--- config.mk ---
export PLATFORM = sky130hd
export DESIGN_NAME = ser_mult3_tx
export DESIGN_NICKNAME = d
export VERILOG_FILES = /design/src/rtl/ser_mult3_tx_pkg.sv /design/src/rtl/ser_mult3_tx.sv
export SDC_FILE = /design/constraint.sdc
export NUM_CORES = 1
export LEC_CHECK = 0
export ABC_AREA = 1
export BUFFER_PORTS_ARGS = -buffer_cell sky130_fd_sc_hd__buf_2
export CAP_MARGIN = 20
export CORE_MARGIN = 1
export CORE_UTILIZATION = 55
export CTS_BUF_LIST = sky130_fd_sc_hd__clkbuf_8
export CTS_CLUSTER_DIAMETER = 120
export DETAILED_ROUTE_END_ITERATION = 10
export GPL_TIMING_DRIVEN = 0
export PLACE_DENSITY = 0.88
export SETUP_SLACK_MARGIN = 0.4
export SYNTH_ARGS = -nofsm -noshare
export SYNTH_HDL_FRONTEND = slang
export SYNTH_SLANG_ARGS = --single-unit
export TNS_END_PERCENT = 50
--- constraint.sdc ---
create_clock -name clk -period 1.5 [get_ports clk]
set_input_delay 0 -clock clk [delete_from_list [all_inputs] [get_ports clk]]
set_output_delay 0 -clock clk [all_outputs]
set_load 0.005 [all_outputs]
--- src/rtl/ser_mult3_tx_pkg.sv ---
// Shared constants and FSM encoding for the serial times-three transmitter.
package ser_mult3_tx_pkg;

  localparam int W_DEFAULT = 8;
  localparam int FRAME_LEN = W_DEFAULT + 2;
  localparam int CNT_W     = $clog2(FRAME_LEN);

  typedef enum logic {
    IDLE = 1'b0,
    SEND = 1'b1
  } state_e;

endpackage

--- src/rtl/ser_mult3_tx.sv ---
// Serial transmitter for y = 3*x, one bit per clock, LSB first, W+2 bits per frame.
// The product is built on the fly as x + (x<<1) with a one-bit carry.
module ser_mult3_tx
  import ser_mult3_tx_pkg::*;
#(
  parameter int W = W_DEFAULT
) (
  input  logic         clk,
  input  logic         rst,
  input  logic         load,
  input  logic [W-1:0] data_in,
  output logic         ready,
  output logic         bit_out,
  output logic         bit_valid,
  output logic         last
);

  localparam int            CntW    = $clog2(W + 2);
  localparam logic [CntW-1:0] LastIdx = CntW'(W + 1);

  state_e          state_q, state_d;
  logic [W-1:0]    xShift_q, xShift_d;
  logic            prevBit_q, prevBit_d;
  logic            carry_q, carry_d;
  logic [CntW-1:0] bitCnt_q, bitCnt_d;
  logic            bitOut_q, bitOut_d;

  logic lastCycle;
  logic accept;

  assign lastCycle = (state_q == SEND) && (bitCnt_q == LastIdx);
  assign accept    = load && ready;

  always_ff @(posedge clk) begin
    if (!rst) begin
      state_q <= IDLE;
    end else begin
      state_q <= state_d;
    end
  end

  always_comb begin
    state_d = state_q;
    case (state_q)
      IDLE:    if (accept) state_d = SEND;
      SEND:    if (lastCycle && !accept) state_d = IDLE;
      default: state_d = IDLE;
    endcase
  end

  always_comb begin
    ready     = 1'b1;
    bit_valid = 1'b0;
    last      = 1'b0;
    if (state_q == SEND) begin
      bit_valid = 1'b1;
      last      = lastCycle;
      ready     = lastCycle;
    end
  end

  assign bit_out = bitOut_q;

  // Bit 0 has no lower neighbour and no carry-in, so y[0] is just x[0].
  always_comb begin
    xShift_d  = xShift_q;
    prevBit_d = prevBit_q;
    carry_d   = carry_q;
    bitCnt_d  = bitCnt_q;
    bitOut_d  = bitOut_q;
    if (accept) begin
      xShift_d  = data_in >> 1;
      prevBit_d = data_in[0];
      carry_d   = 1'b0;
      bitCnt_d  = '0;
      bitOut_d  = data_in[0];
    end else if (state_q == SEND && !lastCycle) begin
      xShift_d  = xShift_q >> 1;
      prevBit_d = xShift_q[0];
      bitOut_d  = xShift_q[0] ^ prevBit_q ^ carry_q;
      carry_d   = (xShift_q[0] & prevBit_q) | (xShift_q[0] & carry_q) | (prevBit_q & carry_q);
      bitCnt_d  = bitCnt_q + CntW'(1);
    end else if (lastCycle) begin
      prevBit_d = 1'b0;
      carry_d   = 1'b0;
      bitCnt_d  = '0;
      bitOut_d  = 1'b0;
    end
  end

  always_ff @(posedge clk) begin
    if (!rst) begin
      xShift_q  <= '0;
      prevBit_q <= 1'b0;
      carry_q   <= 1'b0;
      bitCnt_q  <= '0;
      bitOut_q  <= 1'b0;
    end else begin
      xShift_q  <= xShift_d;
      prevBit_q <= prevBit_d;
      carry_q   <= carry_d;
      bitCnt_q  <= bitCnt_d;
      bitOut_q  <= bitOut_d;
    end
  end

endmodule

After elaboration in Yosys (flattened, before gate mapping)
Index checks and enable logic that the tools add are counted.
Word-level totals
  bits in registers: 15
  latch bits: 0
  memory bits (writable): 0
  bits in read-only memories: 0
  logic and storage cells: 43
  memories kept: 0
Operators by class
  $add $sub $neg: 1
  multipliers: 0
  div/mod/pow operators: 0
  $lt $le $gt $ge: 0
  equal/unequal tests: 1
  shift-type cells: 0
  mux-type cells: 16
  bitwise gates (word level): 9
  reductions and logical operators: 10
Operators by type and width (number)
  two-way mux 7 bit: 2
  two-way mux 1 bit: 11
  two-way mux 4 bit: 2
  adder 4 x 1 -> 4 bit, second input constant: 1
  == test 4 bit, second input constant: 1
  logical AND 1 bit: 4
  nonzero test 2 bit: 2
  AND 1 bit: 3
  nonzero test 3 bit: 1
  zero test 1 bit: 2
  NOT 1 bit: 2
  OR 1 bit: 2
  case mux 1 bit (2 select lines): 1
  OR reduction 2 bit: 1
  XOR 1 bit: 2

Depth between registers and ports, before layout
Gate-level depths: netlist of the first run.
  depth in word-level cells: 8
  mapped depth: 9
  mapped depth without buffers: 8

Least setup slack after synthesis of the first run
OpenSTA, ideal clock, no wires.
  path type: reg2reg
  start: register bitCnt_q[1]
  end: register xShift_q[1]
  library setup time: 0.109 ns
  arrival time: 1.112 ns
  setup slack: 0.279 ns
  cell stages (with the launch flop): 10
  buffers on the path: 1
  clock period less this slack: 1.221 ns
  path through: dfxtp_1 > inv_1 > ha_1 > nand3_4 > nand2_2 > buf_6 > nand3_1 > nand3_1 > nand2_1 > inv_1
On the way
  longest elaborated chain between the ends: 5
  elaborated cells on any way between the ends: 8
  those cells by class: eq/ne: 1; mux: 2; reduce/logical: 5
Ends and longest elaborated chain
  start: declaration: RTL line ser_mult3_tx.sv:25  | logic [CntW-1:0] bitCnt_q, bitCnt_d;
  start signal: assignment: RTL line ser_mult3_tx.sv:102  | bitCnt_q <= bitCnt_d;
  == test 4 bit *: RTL line ser_mult3_tx.sv:31  | assign lastCycle = (state_q == SEND) && (bitCnt_q == LastIdx);
  logical AND 1 bit *: RTL line ser_mult3_tx.sv:31
  two-way mux 1 bit / zero test 1 bit (equally long branches): RTL line ser_mult3_tx.sv:55, ser_mult3_tx.sv:77
  logical AND 1 bit, on equally long branches: RTL line ser_mult3_tx.sv:32, ser_mult3_tx.sv:77
  two-way mux 7 bit / nonzero test 2 bit (equally long branches)
  end signal: assignment: RTL line ser_mult3_tx.sv:99  | xShift_q <= xShift_d;
  end: declaration: RTL line ser_mult3_tx.sv:22  | logic [W-1:0] xShift_q, xShift_d;
Mark *: on every way between the ends. The rest lies on a longest branch, timed or not.
A chain may end at the register's enable or synchronous reset.

Final worst setup path of the first run
  start: register bitCnt_q[1]
  end: register carry_q
On the way
  longest elaborated chain between the ends: 5
  elaborated cells on any way between the ends: 9
  those cells by class: eq/ne: 1; mux: 2; reduce/logical: 6
Ends and longest elaborated chain
  == test 4 bit *: RTL line ser_mult3_tx.sv:31
  logical AND 1 bit *: RTL line ser_mult3_tx.sv:31
  two-way mux 1 bit / zero test 1 bit (equally long branches): RTL line ser_mult3_tx.sv:55, ser_mult3_tx.sv:77
  logical AND 1 bit, on equally long branches: RTL line ser_mult3_tx.sv:32, ser_mult3_tx.sv:77
  OR reduction 2 bit (no line), or another cell as far along
  end signal: assignment: RTL line ser_mult3_tx.sv:101  | carry_q <= carry_d;
  end: declaration: RTL line ser_mult3_tx.sv:24  | logic carry_q, carry_d;
Marks and branches as above.

==> results_dict.tcl, run 1 <==
set metrics [dict create \
    grt.total_usage_pct 29.1 \
    cp_max_fo 5 \
    drive_gt1_share_pct 37.5 \
    yosys.area_share.simple_pct 34.5 \
    crit_top_cell "nand2_4" \
    slew_violations 0 \
    peakVddDrop_uv 799 \
    cp_slowest_cell "dfxtp_2" \
    path_clk_slew_ps 60 \
    io_pins 15 \
    synth_top_area_share_pct 38.9 \
    first_iter_violations 18 \
    synth_xor_area_share_pct 1.13 \
    grt_remaining_overflow 0 \
    timing.final.hold_violations 0 \
    netlist-cell-type-count 22 \
    vias 789 \
    syn_inst 104 \
    post-place-ws_ps 220 \
    numCtsBuffers 3 \
    worstPathRequired_ps 1680 \
    numPortBuffers 13 \
    synth_compound_area_share_pct 6.65 \
    antennaDiodeCount 0 \
    synth_mux_area_share_pct 0 \
    synth_seq_cells 15 \
    viasPerCell 5.52 \
    power_density_nw_per_um2 880 \
    dr.pass1.iters 4 \
    worstSetupPathType "flop to flop" \
    syn_to_final_growth_pct 35.7 \
    initial_utilization_pct 59.3 \
    critPathBufInv 2 \
    synth_common_cells "nand3_1 (30), nand2_1 (16), dfxtp_1 (15), inv_1 (14), a21oi_1 (6)" \
    cts_sinks 15 \
    netlist_area_um2 772 \
    end_kind "flop" \
    use_met3_pct 8.52 \
    hold_slack_ps 11.9 \
    routed_wl_um 2090 \
    period_minus_slack_ps 1220 \
    worst_pin_slew_ps 308 \
    critPathTopFamily "flip-flops" \
    grt_busiest_layer "met2" \
    finalWorstSetupSlack_ps 285 \
    cp-start-kind "flop" \
    setup_viol 0 \
    cts_root_buf "clkbuf_8" \
    synth.avg_cell_area_um2 7.42 \
    min_period_over_period_pct 81.0 \
    max_freq_mhz 823 \
    cap_violations 0 \
    antenna_found_initial 0 \
    relSlewSlack_pct 79.4 \
    cp_cell_sequence "inv_2 > ha_4 > nand3_4 > nand2_4 > buf_6 > nand2_4 > nand2_2 > a21oi_1" \
    min_path_type "input pin to flop" \
    synth_top_area_cell "dfxtp_1" \
    grt_pass1_wl_um 2850 \
    reg2regPathDepth 8 \
    wl_per_cell_um 14.6 \
    gp_congestion 0.702 \
    yosys.area_share.adder_pct 5.83 \
    cts_tree "done" \
    synth.most_common_cell "nand3_1" \
    drc 0 \
    antenna_left 0 \
    core_um2 1300 \
    cts_max_level 1 \
    ys.flop_type "dfxtp_1" \
    seq_area_frac_synth_pct 38.9 \
    cellLeakagePower_uw 0.000520 \
    cts.path.max_buffers 2 \
    hpwl_um 1240 \
    synth_warnings 0 \
    dieArea_um2 1560 \
    worst_skew_pair.late_latency_ps 250 \
    critPathArrivalTime_ps 1390 \
    fin_cells 143 \
    nNetsFinal 143 \
    place_inst 132 \
    status "completed" \
    cp.depth 8 \
    async_reset_ff_share_pct 0 \
    row_count 13 \
    synth_top_family_by_area "simple AND/OR/NAND/NOR gates" \
    grt_max_degree 11 \
    cpPeakStageDelay_ps 340 \
    grt_pass1_vias 661 \
    holdPathStages 3 \
    syn_nets 118 \
    yosys-top-cells-area "dfxtp_1 (39%), nand3_1 (19%), nand2_1 (7.8%)" \
    cts_hold_buf 0 \
    rsz0062_at_grt "true" \
    chipWidth_um 39.5 \
    setup_tns_ps 0 \
    die_y_um 39.5 \
    skew_ps 1.24 \
    total_power_uw 921 \
    use_met1_pct 29.3 \
    synth-edff-count 0 \
    use_met2_pct 50.0 \
]
==> cells by family after synthesis <==
| logic type | after synthesis |
|---|---|
| AND/OR/NAND/NOR | 54 |
| buffers and inverters | 21 |
| AO/OA/AOI/OAI | 10 |
| adder cells (fa/ha/maj) | 3 |
| XOR/XNOR | 1 |
| flip-flops | 15 |
==> final cells by class <==
| type | instances | area [um^2] |
|---|---|---|
| buffer | 5 | 40.0 |
| clock buffer | 3 | 41.3 |
| timing repair buffer | 20 | 131 |
| fill | 95 | 254 |
| inverter | 16 | 60.1 |
| sequential | 15 | 308 |
| clock inverter | 1 | 3.75 |
| multi-input combinational | 68 | 444 |
| tap | 15 | 18.8 |
==> repair_timing <==
item | in CTS | in global routing
buffers inserted | 4 | 1
hold endpoints to repair | 0 | 0
setup endpoints to repair | 17 | 16
resized for setup | 6 | 11
pin swaps | 5 | 5
gates cloned | 2 | 0
==> metal layers <==
metal / vias up / part of all wire, %
met2: 32 / 52
met3: 9 / 5.9
met5: - / 0
li1: 391 / -
met4: 0 / 3.8
met1: 357 / 39
==> metrics by stage <==
stage | area [um^2] | utilization (%)
after detailed placement | 881 | 67.7
after global placement | 881 | 67.7
after floorplan | 797 | -
after CTS | 987 | 75.9
after global routing | 1050 | 80.5
final | 1050 | 80.5
==> cells in the final DEF (no fill, tap or decap), drive strengths merged <==
| cell type | instances |
|---|---|
| fa | 1 |
| inv | 16 |
| a21oi | 6 |
| dfxtp | 15 |
| nor3 | 1 |
| clkbuf | 3 |
| nand3 | 32 |
| xnor2 | 1 |
| o22ai | 1 |
| clkinv | 1 |
| nor2 | 3 |
| buf | 25 |
| o21ai | 3 |
| nand2 | 17 |
| ha | 2 |
| nand4 | 1 |
==> state kept, by name, summed over array words and instances (netlist names) <==
signal and flops:
bitCnt_q 4, bit_out 1, state_q 1, carry_q 1, prevBit_q 1, xShift_q 7
==> power breakdown <==
part           switching [uW]  total [uW]  internal, uW  leakage (uW)
registers                18.2         437           419      0.000125
logic                    87.0         158          71.2      0.000368
clock network             145         326           182     0.0000269
==> worst reg2reg max path, stage by stage, from the launching register on <==
cell and delay [ps]:
dfxtp_2 340, inv_2 50, ha_4 160, nand3_4 70, nand2_4 80, buf_6 160, nand2_4 70, nand2_2 80
a21oi_1 140
==> worst paths after layout <==
kind / slack, ps / from / endpoint
worst max-delay path: 280 / bitCnt_q[1]$_SDFFE_PP0P_ / carry_q$_SDFFE_PP0P_
worst min-delay path: 10 / rst / bitCnt_q[2]$_SDFFE_PP0P_
worst max register to register: 280 / bitCnt_q[1]$_SDFFE_PP0P_ / carry_q$_SDFFE_PP0P_
worst min register to register: 480 / bitCnt_q[2]$_SDFFE_PP0P_ / bitCnt_q[2]$_SDFFE_PP0P_
Power figures use the tool's default switching activity.
==> inputs of run 2 (changes only) <==
--- a/config.mk
+++ b/config.mk
@@ -5,7 +5,7 @@
 export SDC_FILE = /design/constraint.sdc
 export NUM_CORES = 1
 export LEC_CHECK = 0
-export ABC_AREA = 1
+export ABC_AREA = 0
 export BUFFER_PORTS_ARGS = -buffer_cell sky130_fd_sc_hd__buf_2
 export CAP_MARGIN = 20
 export CORE_MARGIN = 1
==> constraint.sdc (replaced) <==
create_clock -name clk -period 1.2 [get_ports clk]
set_input_delay 0 -clock clk [delete_from_list [all_inputs] [get_ports clk]]
set_output_delay 0 -clock clk [all_outputs]
set_load 0.005 [all_outputs]
==> run 2 against run 1 <==
Compared with the run above:
- critical path type is now flop to primary output
- global-route usage down 1.9 points
- non-clock buffer count up 2
- combinational power grew 27%
- first-iteration DRC count down 22%
- largest cell class unchanged
- synthesized area rose by 1.6%
==> results_dict.tcl, run 2 <==
set metrics [dict create \
    placed_area_um2 883 \
    gp_congestion 0.782 \
    worst_skew_pair.late_latency_ps 250 \
    total_power_uw 1160 \
    reg2regPathDepth 6 \
    async_reset_ff_share_pct 0 \
    initial_utilization_pct 59.5 \
    grt_busiest_layer "met2" \
    core_um2 1320 \
    layout.cells.most_common "buf_2" \
    use_met1_pct 31.3 \
    critPathArrivalTime_ps 1160 \
    first_iter_violations 14 \
    rr_startpoint "bitCnt_q[1]$_SDFFE_PP0P_" \
    synth_seq_cells 15 \
    fill_cells 79 \
    yosys.area_share.adder_pct 5.74 \
    min_to "xShift_q[1]$_SDFFE_PN0P_" \
    syn_inst 86 \
    syn_nets 100 \
    finalWorstSetupSlack_ps 38.2 \
    drc 0 \
    dr.pass1.iters 4 \
    worstPathRequired_ps 1200 \
    hold_start "rst" \
    synth_compound_area_share_pct 14.5 \
    nNetsFinal 125 \
    synth.avg_cell_area_um2 9.12 \
    cp_max_fo 4 \
    final_util_pct 78.3 \
    yosys.area_share.simple_pct 22.6 \
    numCtsBuffers 3 \
    grt_pass1_vias 629 \
    antennaDiodeCount 0 \
    synth_top_area_cell "dfxtp_1" \
    vias 729 \
    period_minus_slack_ps 1160 \
    max_freq_mhz 861 \
    synth_top_area_share_pct 38.3 \
    skew_ps 1.45 \
    cts_sinks 15 \
    power_density_nw_per_um2 1120 \
    chipWidth_um 39.8 \
    synth_mux_area_share_pct 10.0 \
    grt_max_degree 11 \
    io_pins 15 \
    status "completed" \
    min_path_type "input pin to flop" \
    cts_max_level 1 \
    wl_per_cell_um 14.8 \
    row_count 13 \
    synth-edff-count 0 \
    drive_gt1_share_pct 48.2 \
    routed_wl_um 1860 \
    die_y_um 39.8 \
    holdPathStages 3 \
    hpwl_um 1190 \
    setup_tns_ps 0 \
    dieArea_um2 1580 \
    worst_pin_slew_ps 444 \
    cp_slowest_cell "dfxtp_2" \
    cap_violations 0 \
    min_period_over_period_pct 96.8 \
    use_met3_pct 10.2 \
    relSlewSlack_pct 70.4 \
    ys.flop_type "dfxtp_1" \
    yosys-top-cells-area "dfxtp_1 (38%), mux2_2 (10%), nand4_1 (7.2%)" \
    antenna_left 0 \
    top_regs "xShift_q x7, bitCnt_q x4" \
    timing.final.hold_violations 0 \
    synth_common_cells "dfxtp_1 (15), nand4_1 (9), o21ai_1 (9), nand2_1 (8), mux2_2 (7)" \
    use_met2_pct 45.9 \
    largest_reg_flops 7 \
    viasPerCell 5.83 \
    layout_common_cells "buf_2 (13), dfxtp_1 (12), nand4_1 (9)" \
    cp_cell_sequence "inv_2 > ha_4 > nand3b_4 > and2_4 > inv_4 > buf_6" \
    end_kind "primary output" \
    antenna_found_initial 0 \
    regMostFlops "xShift_q" \
    peakVddDrop_uv 891 \
    grt_remaining_overflow 0 \
    numPortBuffers 13 \
    rsz0062_at_grt "true" \
    slew_violations 0 \
    final_area_um2 1030 \
    post-place-ws_ps -31.1 \
    path_clk_slew_ps 60 \
    setup_viol 0 \
    cts_hold_buf 0 \
    cts_tree "done" \
    worstSetupPathType "flop to primary output" \
    synth_xor_area_share_pct 1.12 \
    grt.total_usage_pct 27.2 \
    cellLeakagePower_uw 0.000455 \
    netlist-cell-type-count 28 \
    grt_pass1_wl_um 2740 \
    cts_root_buf "clkbuf_8" \
    r2r_slack_ps 40 \
    reg2reg_to "prevBit_q$_SDFFE_PN0P_" \
    seq_area_frac_synth_pct 38.3 \
    cpPeakStageDelay_ps 330 \
    cp-start-kind "flop" \
    synth_top_family_by_area "simple AND/OR/NAND/NOR gates" \
    netlist_area_um2 785 \
    synth.most_common_cell "dfxtp_1" \
    cts.path.max_buffers 2 \
    synth_warnings 0 \
    syn_to_final_growth_pct 31.4 \
]
==> run 2: layout make-up <==
class	instances	area (um^2)	area share (%)
Inverter	5	21.3	2.06
Timing Repair Buffer	20	124	12.0
Clock buffer	3	41.3	4.00
Buffer	7	50.0	4.85
Tap cell	15	18.8	1.82
Clock inverter	1	5.00	0.485
Multi-Input combinational cell	59	464	45.0
Sequential cell	15	307	29.7
==> run 2: logic make-up after synthesis <==
| family | after synthesis |
|---|---|
| compound gates | 17 |
| xor+xnor | 1 |
| fa+ha+maj | 3 |
| buf+inv | 12 |
| flops | 15 |
| mux | 7 |
| simple gates | 31 |
==> run 2: power by group <==
group | internal [uW] | total (uW) | switching [uW]
registers | 526 | 543 | 17.2
logic | 101 | 200 | 99.7
clock network | 230 | 415 | 184
==> run 2: timing repair <==
item / in CTS / in global routing
endpoints found under the setup margin: 17 / 17
pin swaps: 4 / 6
gates resized for setup: 9 / 8
cloned: 0 / 0
buffers inserted: 7 / 0
==> run 2: worst max path at each step <==
stage	from	endpoint	slack [ps]	cells after the start
floorplan	bitCnt_q[1]$_SDFFE_PP0P_	bit_out$_SDFFE_PN0P_	50	6
global placement	bitCnt_q[1]$_SDFFE_PP0P_	xShift_q[6]$_SDFFE_PN0P_	-10	6
detailed placement	bitCnt_q[1]$_SDFFE_PP0P_	xShift_q[6]$_SDFFE_PN0P_	-30	6
CTS	bitCnt_q[1]$_SDFFE_PP0P_	prevBit_q$_SDFFE_PN0P_	30	6
global route	bitCnt_q[1]$_SDFFE_PP0P_	prevBit_q$_SDFFE_PN0P_	-30	6
finish	bitCnt_q[1]$_SDFFE_PP0P_	ready	40	6
==> run 2: layer usage <==
metal	vias to the layer above	part of all wire [%]
met2	21	55
met1	350	40
met4	0	1.6
li1	354	-
met3	4	4.2
met5	-	0
==> run 2: metrics by stage <==
step           hold WS, ps  std cells
3_5_place_dp           333        114
3_3_place_gp           318        114
5_1_grt               83.9        125
4_1_cts               68.7        125
6_report              56.4        125
2_1_floorplan          280         86
==> run 2: worst max-delay path, delay by kind of cell (launching register included) <==
kind	cells	cell delay, ps
buffers and inverters	3	180
adder cells (fa/ha/maj)	1	150
flip-flops	1	330
AND/OR/NAND/NOR	2	230
==> inputs of run 3 (changes only) <==
--- a/config.mk
+++ b/config.mk
@@ -15,6 +15,7 @@
 export DETAILED_ROUTE_END_ITERATION = 10
 export GPL_TIMING_DRIVEN = 0
 export PLACE_DENSITY = 0.88
+export REMOVE_ABC_BUFFERS = 1
 export SETUP_SLACK_MARGIN = 0.4
 export SYNTH_ARGS = -nofsm -noshare
 export SYNTH_HDL_FRONTEND = slang
==> run 3 against run 2 <==
Compared with the run above:
- largest cell class unchanged
- flip-flop and latch count is the same
- critical endpoint is now xShift_q[0]$_SDFFE_PN0P_
- non-clock buffer count shrank 6
- register-to-register slack is essentially flat
- largest power group unchanged
- sequential power grew 2%
- first-iteration DRC count is the same
- worst hold slack gained 73 ps
- via count shrank 6.0%
- utilization shrank 2.5 points
==> results_dict.tcl, run 3 (synthesized netlist as in run 2, its figures left out) <==
set metrics [dict create \
    status "completed" \
    viasPerCell 5.76 \
    skew_ps 7.01 \
    regMostFlops "xShift_q" \
    cellLeakagePower_uw 0.000440 \
    critPathArrivalTime_ps 1350 \
    layout.cells.most_common "buf_2" \
    gp_congestion 0.712 \
    antenna_left 0 \
    top_regs "xShift_q x7, bitCnt_q x4" \
    dieArea_um2 1580 \
    cp_cell_sequence "inv_2 > ha_4 > nand3b_4 > and2_4 > buf_4 > o21ai_2" \
    cp-start-kind "flop" \
    chipWidth_um 39.8 \
    cp_max_fo 6 \
    slew_violations 0 \
    wl_per_cell_um 14.8 \
    routed_wl_um 1770 \
    final_util_pct 75.8 \
    power_density_nw_per_um2 1140 \
    worst_skew_pair.late_latency_ps 250 \
    vias 685 \
    max_freq_mhz 851 \
    cts_root_buf "clkbuf_8" \
    post-place-ws_ps -191 \
    syn_to_final_growth_pct 27.3 \
    io_pins 15 \
    relSlewSlack_pct 72.0 \
    setup_viol 0 \
    min_period_over_period_pct 97.9 \
    grt_pass1_wl_um 2590 \
    cts_sinks 15 \
    drc 0 \
    largest_reg_flops 7 \
    drive_gt1_share_pct 48.1 \
    nNetsFinal 119 \
    row_count 13 \
    numPortBuffers 14 \
    core_um2 1320 \
    numCtsBuffers 3 \
    hpwl_um 994 \
    dr.pass1.iters 4 \
    path_clk_slew_ps 70 \
    grt_remaining_overflow 0 \
    cpPeakStageDelay_ps 320 \
    cp_slowest_cell "dfxtp_2" \
    rsz0062_at_grt "true" \
    min_path_type "input pin to flop" \
    fin_cells 119 \
    cts.path.max_buffers 2 \
    peakVddDrop_uv 991 \
    cap_violations 0 \
    placed_area_um2 832 \
    place_inst 108 \
    final_area_um2 998 \
    timing.final.hold_violations 0 \
    antennaDiodeCount 0 \
    cts_tree "done" \
    finalWorstSetupSlack_ps 25.4 \
    grt_max_degree 27 \
    die_y_um 39.8 \
    worstPathRequired_ps 1380 \
    layout_common_cells "buf_2 (13), dfxtp_1 (11), nand4_1 (9)" \
    worstSetupPathType "flop to flop" \
    cts_hold_buf 0 \
    grt.total_usage_pct 25.1 \
    cts_max_level 1 \
    period_minus_slack_ps 1170 \
    end_kind "flop" \
    antenna_found_initial 0 \
    grt_pass1_vias 599 \
    first_iter_violations 14 \
    worst_pin_slew_ps 420 \
    initial_utilization_pct 59.5 \
]
-- run 3: layout make-up --
type	count	area, um^2
repair buffers	21	136
clock buffers	3	41.3
inverters	5	21.3
flip-flops and latches	15	310
well taps	15	18.8
multi-input cells	59	465
fillers	97	319
clock inverters	1	5.00
-- run 3: path summary, 6_finish.rpt --
path / slack [ps] / to / start / depth (start not counted)
max: 30 / xShift_q[0]$_SDFFE_PN0P_ / bitCnt_q[1]$_SDFFE_PP0P_ / 6
min: 130 / xShift_q[4]$_SDFFE_PN0P_ / data_in[5] / 4
max reg2reg: 30 / xShift_q[0]$_SDFFE_PN0P_ / bitCnt_q[1]$_SDFFE_PP0P_ / 6
min reg2reg: 450 / xShift_q[3]$_SDFFE_PN0P_ / xShift_q[4]$_SDFFE_PN0P_ / 2
-- run 3: per-layer routing --
layer  part of all wire [%]  GRT usage (%)  up-vias  wire, um
met1                     42           28.2      317       746
met2                     53           43.4       21       932
met3                    4.0           8.52        4        71
met4                   0.79           8.62        0        14
li1                       -              -      343         -
met5                      0              0        -         0
-- run 3: what timing repair did --
action,CTS,global route
pin swaps,7,3
gates resized for setup,14,8
cloned,0,0
endpoints found under the setup margin,18,18
setup buffers,7,0
-- run 3: critical path, delay by kind of cell, from the launching register on --
| family | cells | cell delay [ps] |
|---|---|---|
| compound gates | 1 | 150 |
| fa+ha+maj | 1 | 130 |
| buf+inv | 2 | 220 |
| simple gates | 2 | 290 |
| flops | 1 | 320 |
-- run 3: through the flow --
stage	power, uW	hold slack [ps]	setup TNS, ps
detailed placement	698	365	-1660
floorplan	641	133	-172
global placement	692	364	-1260
CTS	1130	123	0
finish	1140	129	0
global route	1180	139	-30.3
-- run 3: report_power, final --
part / switching, uW / internal, uW / total [uW] / leakage, uW
clock network: 180 / 230 / 410 / 0.0000255
logic: 85.9 / 89.5 / 175 / 0.000290
registers: 28.2 / 526 / 554 / 0.000125
total: 295 / 845 / 1140 / 0.000440
